## src/rtl/pc_fetch_unit.sv

```systemverilog
// pc_fetch_unit -- PC register and instruction-fetch sequencer.
//
// Holds the architectural PC, drives pc_plus4 back to next_pc_mux and
// fetches one instruction at a time over a valid/ready request channel and
// a valid-only response channel. The fetched word is held for decode until
// decode accepts it, at which point the PC is loaded from pc_next.
//
// Optional feature macro: FETCH_MISALIGN_TRAP_EN
//   defined   : a misaligned pc_next on accept sets a sticky fetch_misalign
//               flag and parks the unit in S_TRAP until rst.
//   undefined : pc_next is force-aligned to a word boundary; fetch_misalign
//               is tied 0.
//
// Ports:
//   clk, rst          clock; synchronous active-high reset
//   pc_next           next PC from next_pc_mux (sampled on decode accept)
//   pc, pc_plus4      current PC and PC+4 (wraps modulo 2^32)
//   imem_req_valid/ready, imem_addr    fetch request channel
//   imem_rsp_valid, imem_rsp_data      fetch response channel
//   instr_valid/ready, instr, instr_pc held instruction for decode
//   fetch_misalign    sticky misaligned-target flag
module pc_fetch_unit #(
  parameter logic [31:0] RESET_PC = 32'h0000_0000
) (
  input  logic        clk,
  input  logic        rst,
  input  logic [31:0] pc_next,
  output logic [31:0] pc,
  output logic [31:0] pc_plus4,
  output logic        imem_req_valid,
  input  logic        imem_req_ready,
  output logic [31:0] imem_addr,
  input  logic        imem_rsp_valid,
  input  logic [31:0] imem_rsp_data,
  output logic        instr_valid,
  output logic [31:0] instr,
  output logic [31:0] instr_pc,
  input  logic        instr_ready,
  output logic        fetch_misalign
);

  typedef enum logic [2:0] {
    S_IDLE,
    S_REQ,
    S_WAIT,
    S_HOLD
`ifdef FETCH_MISALIGN_TRAP_EN
    , S_TRAP
`endif
  } state_t;

  state_t state, state_nxt;

  logic accept;
  logic load_pc;
  logic [31:0] pc_load_val;

  assign accept = (state == S_HOLD) && instr_ready;

`ifdef FETCH_MISALIGN_TRAP_EN
  logic misalign_hit;
  assign misalign_hit = accept && (pc_next[1:0] != 2'b00);
  // A misaligned target is not loaded; pc keeps the address of the last
  // accepted instruction so the trap handler can see where it came from.
  assign load_pc     = accept && !misalign_hit;
  assign pc_load_val = pc_next;
`else
  logic unused_pc_next_lsbs;
  assign unused_pc_next_lsbs = ^pc_next[1:0];
  assign load_pc     = accept;
  assign pc_load_val = {pc_next[31:2], 2'b00};
`endif

  // State register.
  // NOTE: sequential state uses non-blocking (<=) so every flop samples the
  // pre-edge values of its neighbours, independent of block ordering.
  always_ff @(posedge clk) begin
    if (rst) state <= S_IDLE;
    else     state <= state_nxt;
  end

  // Next-state logic.
  // NOTE: state_nxt is given a default before the case so that no path
  // leaves it unassigned, which would otherwise infer a latch.
  always_comb begin
    state_nxt = state;
    case (state)
      S_IDLE: state_nxt = S_REQ;
      S_REQ:  if (imem_req_ready) state_nxt = S_WAIT;
      S_WAIT: if (imem_rsp_valid) state_nxt = S_HOLD;
      S_HOLD: begin
        if (instr_ready) begin
`ifdef FETCH_MISALIGN_TRAP_EN
          state_nxt = misalign_hit ? S_TRAP : S_REQ;
`else
          state_nxt = S_REQ;
`endif
        end
      end
`ifdef FETCH_MISALIGN_TRAP_EN
      S_TRAP: state_nxt = S_TRAP;
`endif
      default: state_nxt = S_IDLE;
    endcase
  end

  // PC and held-instruction registers. The response is only captured in
  // S_WAIT, so a late response after a reset is dropped naturally.
  always_ff @(posedge clk) begin
    if (rst) begin
      pc       <= RESET_PC;
      instr    <= 32'h0;
      instr_pc <= 32'h0;
    end else begin
      if ((state == S_WAIT) && imem_rsp_valid) begin
        instr    <= imem_rsp_data;
        instr_pc <= pc;
      end
      if (load_pc) pc <= pc_load_val;
    end
  end

`ifdef FETCH_MISALIGN_TRAP_EN
  always_ff @(posedge clk) begin
    if (rst)               fetch_misalign <= 1'b0;
    else if (misalign_hit) fetch_misalign <= 1'b1;
  end
`else
  assign fetch_misalign = 1'b0;
`endif

  // Outputs decoded from state and registers only.
  assign imem_req_valid = (state == S_REQ);
  assign instr_valid    = (state == S_HOLD);
  assign imem_addr      = pc;
  assign pc_plus4       = pc + 32'd4;

endmodule

```

## config.mk

```make
export PLATFORM = sky130hd
export DESIGN_NAME = pc_fetch_unit
export DESIGN_NICKNAME = d
export VERILOG_FILES = /design/src/rtl/pc_fetch_unit.sv
export SDC_FILE = /design/constraint.sdc
export NUM_CORES = 1
export LEC_CHECK = 0
export CORE_MARGIN = 2
export CORE_UTILIZATION = 39
export DETAILED_ROUTE_END_ITERATION = 10
export GPL_TIMING_DRIVEN = 0
export PLACE_DENSITY = 0.81
export SLEW_MARGIN = 15
export SYNTH_ARGS = -nofsm -noshare
export SYNTH_HDL_FRONTEND = slang
export SYNTH_SLANG_ARGS = --single-unit
```

## constraint.sdc

```tcl
create_clock -name clk -period 2.6 [get_ports clk]
set_clock_uncertainty 0.15 [all_clocks]
set_input_delay 0.78 -clock clk [delete_from_list [all_inputs] [get_ports clk]]
set_output_delay 0.78 -clock clk [all_outputs]
set_load 0.05 [all_outputs]
```

==> flow_metrics.env, run 1 <==
export IMPL_status="complete, but fails checks"
export IMPL_violations="negative setup slack"
export IMPL_viasPerCell=4.81
export IMPL_cts_root_buf="clkbuf_8"
export IMPL_gp_congestion=0.802
export IMPL_synth_compound_area_frac=0.117
export IMPL_die_area_um2=11400
export IMPL_grt_max_degree=16
export IMPL_synthAdderAreaFrac=0.0121
export IMPL_grt_pass1_wl_um=22100
export IMPL_cts_tree="built"
export IMPL_pin_count=232
export IMPL_hp_class="reg -> reg"
export IMPL_ir_drop_mv=0.315
export IMPL_finalSetupViolCount=23
export IMPL_setup_ws_ns=-0.414
export IMPL_core_area_um2=10300
export IMPL_rrSetupSlack_ns=0.55
export IMPL_synth_top_area_share=0.455
export IMPL_area_growth_pct=90.8
export IMPL_synth_edf_count=0
export IMPL_rows=37
export IMPL_portBuffers=219
export IMPL_slew_viol_final=0
export IMPL_drv_cap=0
export IMPL_yosysMostFrequentCell="nand2_1"
export IMPL_rsz0062_at_grt="true"
export IMPL_synth_seq_area_share=0.455
export IMPL_ys_flop_type="dfxtp_1"
export IMPL_path_clk_slew_ns=0.09
export IMPL_htreeDepth=3
export IMPL_post_layout_nonfiller_instances=983
export IMPL_tightest_slew_ns=0.545
export IMPL_hold_violations=0
export IMPL_diodes=0
export IMPL_hpwl_um=10400
export IMPL_drtAntennaViolNets=0
export IMPL_yosysTopAreaCell="dfxtp_1"
export IMPL_ys_top_cells_by_count="nand2_1 (193), dfxtp_1 (94), a21oi_1 (92)"
export IMPL_yosysWarnings=0
export IMPL_slew_headroom=0.636
export IMPL_crit_start="imem_addr[10]"
export IMPL_cts_buffer_depth=2
export IMPL_final_layout_size_suffix_gt1_frac=0.274
export IMPL_synth_xor_xnor_area_share=0.0593
export IMPL_initial_core_util=0.401
export IMPL_die_w_um=107
export IMPL_ys_ff_latch=94
export IMPL_clk_latency_ns=0.36
export IMPL_yosys_area_share_simple=0.248
export IMPL_grt_pass1_vias=4585
export IMPL_r2r_end="instr_pc[23]"
export IMPL_cellPowerDensity_nw_per_um2=516
export IMPL_cp_max_fo=7
export IMPL_worst_setup_path_end_kind="primary output"
export IMPL_max_clock_freq_ghz=0.332
export IMPL_drt_initial_drc_count=165
export IMPL_min_period_ns=3.01
export IMPL_place_ws_ns=-1.00
export IMPL_grt_overflow=0
export IMPL_drc=0
export IMPL_required_ns=1.67
export IMPL_vias=4727
export IMPL_endpoint="pc_plus4[22]"
export IMPL_dp_cells=901
export IMPL_cts_buffers=9
export IMPL_drt_pass1_iter_count=4
export IMPL_ys_async_sr_fraction=0
export IMPL_syn_inst=538
export IMPL_routedWlPerCell_um=15.7
export IMPL_die_y_um=107
export IMPL_design_area_um2=7890
export IMPL_synth_mux_area_frac=0
export IMPL_synth_cell_types=25
export IMPL_synth_top_family_by_area="simple AND/OR/NAND/NOR gates"
export IMPL_syn_area_um2=4140
export IMPL_antenna_found_initial=0
export IMPL_wl_um=15400
export IMPL_track_usage=0.247
export IMPL_ys_top_cells_by_area="dfxtp_1 (45%), nand2_1 (18%), a21oi_1 (11%)"
export IMPL_startpoint_type="flip-flop"
export IMPL_syn_avg_cell_area_um2=7.69
export IMPL_clock_sinks=94
export IMPL_p_leak_uw=0.00350
export IMPL_utilization=0.765
export IMPL_fin_crit_sh=1.16
export IMPL_nets=915
export IMPL_reg2regPathDepth=6
export IMPL_dpl_cell_area_um2=7050
export IMPL_r2r_start="state[1]"
export IMPL_arrival_ns=2.08
export IMPL_critPathKind="reg -> out"
## through the flow
| step | total power (uW) | hold slack, ns | setup TNS [ns] |
|---|---|---|---|
| floorplan | 2670 | 0.360 | -1.62 |
| global placement | 3160 | 0.291 | -17.11 |
| detailed placement | 3200 | 0.296 | -20.30 |
| CTS | 4050 | 0.309 | -5.22 |
| global route | 4260 | 0.331 | -8.00 |
| finish | 4070 | 0.306 | -6.00 |
## state kept, by name, indices dropped and copies added (netlist names)
| signal | cells |
|---|---|
| state | 2 |
| imem_addr | 30 |
| instr | 32 |
| instr_pc | 30 |
## timing repair
action                                  CTS  global route
pin swaps                                16            22
hold buffers                              0             0
gates resized for setup                 253            35
endpoints found under the setup margin   60            31
buffers inserted                         35            34
## report_power, final
group / internal [uW] / leakage (uW) / switching, uW
clock: 370 / 0.0000900 / 502
sequential: 1530 / 0.000782 / 88.3
combinational: 545 / 0.00263 / 1040
## worst min path at each step
| stage | from | endpoint | slack, ns | cells past startpoint |
|---|---|---|---|---|
| 6_report | instr[19] | instr[19] | 0.31 | 2 |
| 5_1_grt | instr[16] | instr[16] | 0.33 | 2 |
| 4_1_cts | instr_pc[7] | instr_pc[7] | 0.31 | 2 |
| 3_5_place_dp | instr[19] | instr[19] | 0.30 | 2 |
| 3_3_place_gp | instr[3] | instr[3] | 0.29 | 2 |
| 2_1_floorplan | state[1] | state[1] | 0.36 | 2 |
## cell families (layout without fill, tap and decap cells)
logic type,after synthesis,count (layout)
compound gates,95,95
xor+xnor,28,28
fa+ha+maj,4,4
buf+inv,79,380
flops,94,94
other cells,1,9
simple gates,237,237
## per-layer routing
metal  wire length (um)  vias up  global-route usage
met3               1280       28              0.0802
met4                333        0              0.0742
li1                   -     2305                   -
met1               5850     2206               0.270
met5                  0        -                   0
met2               7990      188               0.452
## critical path, cell delays in order (launching register included)
cell	delay, ns
dfxtp_4	0.36
buf_8	0.12
nand3_4	0.09
nor4_4	0.28
buf_6	0.18
nand4_1	0.25
xnor2_4	0.27
buf_6	0.18
## layout make-up
| cell class | instances | area [um^2] |
|---|---|---|
| clock inverter | 6 | 36.3 |
| multi-input combinational | 373 | 2410 |
| sequential | 94 | 1990 |
| timing repair buffer | 286 | 2690 |
| tap | 136 | 170 |
| buffer | 70 | 432 |
| clock buffer | 10 | 138 |
| fill | 739 | 2430 |
| inverter | 8 | 30.0 |
## layout by cell type, fill, tap and decap left out, types with 3 or more instances in the layout
master | Yosys | final
conb_1 | 1 | 9
nand2_1 | 193 | 189
ha_1 | 4 | 3
buf_4 | 39 | 104
buf_8 | 0 | 3
nor2_1 | 9 | 7
nand3_4 | 1 | 9
and3_1 | 5 | 3
nand4_1 | 9 | 9
clkbuf_1 | 25 | 24
dfxtp_1 | 94 | 66
xor2_1 | 7 | 3
xnor2_2 | 0 | 4
xnor2_4 | 0 | 15
dfxtp_4 | 0 | 28
nand2_4 | 0 | 4
a21oi_1 | 92 | 92
dlymetal6s2s_1 | 0 | 8
buf_6 | 0 | 28
inv_1 | 8 | 8
clkbuf_8 | 0 | 10
clkdlybuf4s50_1 | 0 | 133
buf_1 | 5 | 5
dlygate4sd2_1 | 0 | 47
Power figures use the tool's default switching activity.
==> inputs of run 2 (changes only) <==
HOLD_SLACK_MARGIN = 0.12   (was not set)
==> results of run 2 <==
Same layout as run 1: the final DEF is identical, and so are final timing and power.
==> inputs of run 3 (changes only) <==
CAP_MARGIN = 10   (was not set)
PLACE_DENSITY = not set   (was 0.81)
PLACE_DENSITY_LB_ADDON = 0.08   (was not set)
==> flow_metrics.env, run 3 (same netlist as run 1, synthesis figures left out) <==
export IMPL_initial_core_util=0.401
export IMPL_place_ws_ns=-0.963
export IMPL_drt_pass1_iter_count=4
export IMPL_rows=37
export IMPL_cts_hold_buf=0
export IMPL_htreeDepth=3
export IMPL_track_usage=0.236
export IMPL_final_common_cell="nand2_1"
export IMPL_r2r_end="instr_pc[16]"
export IMPL_finalSetupViolCount=20
export IMPL_tightest_slew_ns=0.582
export IMPL_hpwl_um=10200
export IMPL_viasPerCell=4.73
export IMPL_cts_buffer_depth=2
export IMPL_cts_tree="built"
export IMPL_critPathKind="reg -> out"
export IMPL_die_area_um2=11400
export IMPL_rrSetupSlack_ns=0.61
export IMPL_slew_viol_final=0
export IMPL_cts_buffers=9
export IMPL_p_leak_uw=0.00333
export IMPL_worst_setup_path_end_kind="primary output"
export IMPL_grt_pass1_wl_um=21400
export IMPL_area_growth_pct=87.2
export IMPL_top_register="instr"
export IMPL_clk_latency_ns=0.36
export IMPL_vias=4555
export IMPL_gp_congestion=0.792
export IMPL_grt_overflow=0
export IMPL_rsz0062_at_grt="true"
export IMPL_min_to="instr[22]"
export IMPL_violations="negative setup slack"
export IMPL_cp_max_fo=6
export IMPL_path_clk_slew_ns=0.09
export IMPL_die_w_um=107
export IMPL_hold_violations=0
export IMPL_hold_depth=2
export IMPL_drt_initial_drc_count=166
export IMPL_r2r_start="state[1]"
export IMPL_hp_class="reg -> reg"
export IMPL_grt_max_degree=16
export IMPL_max_clock_freq_ghz=0.340
export IMPL_die_y_um=107
export IMPL_min_period_ns=2.94
export IMPL_wl_um=13800
export IMPL_arrival_ns=2.01
export IMPL_core_area_um2=10300
export IMPL_nets=895
export IMPL_required_ns=1.67
export IMPL_diodes=0
export IMPL_ir_drop_mv=0.393
export IMPL_antenna_found_initial=0
export IMPL_drtAntennaViolNets=0
export IMPL_portBuffers=219
export IMPL_final_layout_size_suffix_gt1_frac=0.253
export IMPL_min_from="instr[22]"
export IMPL_slew_headroom=0.612
export IMPL_grt_pass1_vias=4381
export IMPL_clock_sinks=94
export IMPL_reg2regPathDepth=6
export IMPL_fillers=768
export IMPL_startpoint_type="flip-flop"
export IMPL_drv_cap=0
export IMPL_cts_root_buf="clkbuf_8"
export IMPL_routedWlPerCell_um=14.4
export IMPL_fin_crit_sh=1.13
export IMPL_mostFrequentLayoutCells="nand2_1 (189), clkdlybuf4s50_1 (137), a21oi_1 (92), buf_4 (82), dfxtp_1 (66)"
export IMPL_largest_reg_flops=32
export IMPL_cellPowerDensity_nw_per_um2=536
export IMPL_pin_count=232
export IMPL_setup_ws_ns=-0.339
export IMPL_status="complete, but fails checks"
export IMPL_finalPower_uw=4150
export IMPL_drc=0
run 3: cell types whose count changed in the layout (fill, tap and decap cells not counted), sizes merged:
cell / change
clkdlybuf4s15: +2
clkbuf: +2
clkinvlp: -1
inv: +1
dlymetal6s2s: -3
buf: -23
clkinv: -2
clkdlybuf4s50: +4
run 3: final cells by class:
class | count | area (um^2) | share of cell area
repair buffers | 266 | 2550 | 0.329
multi-input cells | 373 | 2370 | 0.307
flip-flops and latches | 94 | 1990 | 0.257
plain buffers | 70 | 432 | 0.0557
clock buffers | 12 | 176 | 0.0228
well taps | 136 | 170 | 0.0220
inverters | 8 | 30.0 | 0.00388
clock inverters | 4 | 25.0 | 0.00323
run 3: routing by layer:
metal  up-vias  global-route usage  wire length, um
met2       167               0.424             7240
met1      2112               0.273             5530
met4         0              0.0770              166
met5         -                   0                0
met3        14              0.0626              897
li1       2262                   -                -
run 3: repair_timing:
item / CTS / global route
pin swaps: 11 / 13
buffers inserted: 24 / 24
setup endpoints to repair: 61 / 27
gates resized for setup: 237 / 37
cloned: 0 / 0
run 3: worst max-delay path by stage:
stage                        end  slack, ns           from  depth (start not counted)
global placement    pc_plus4[18]      -0.97   imem_addr[2]                          6
detailed placement  pc_plus4[18]      -0.96   imem_addr[2]                          6
CTS                 pc_plus4[29]      -0.41   imem_addr[4]                          6
global route        pc_plus4[22]      -0.43  imem_addr[10]                          7
finish              pc_plus4[22]      -0.34  imem_addr[10]                          7
floorplan           pc_plus4[25]      -0.19   imem_addr[9]                          5
run 3: worst max-delay path: stages (launching register included):
cell	delay, ns
dfxtp_4	0.37
buf_8	0.12
nand3_4	0.08
nor4_4	0.31
buf_6	0.17
nand4_1	0.20
xnor2_4	0.22
buf_6	0.17
run 3: where the power goes:
group	internal (uW)	switching, uW
combinational	543	1020
clock	460	510
sequential	1530	88.7
total	2530	1620
run 3: metrics by stage:
step / hold slack [ns] / area (um^2) / cells / utilization / setup TNS, ns
CTS: 0.311 / 7440 / 940 / 0.721 / -6.63
global placement: 0.290 / 7050 / 901 / 0.683 / -16.99
global route: 0.326 / 7740 / 963 / 0.750 / -6.51
finish: 0.308 / 7740 / 963 / 0.750 / -4.39
detailed placement: 0.298 / 7050 / 901 / 0.683 / -18.43
floorplan: 0.360 / 4680 / 546 / - / -1.62
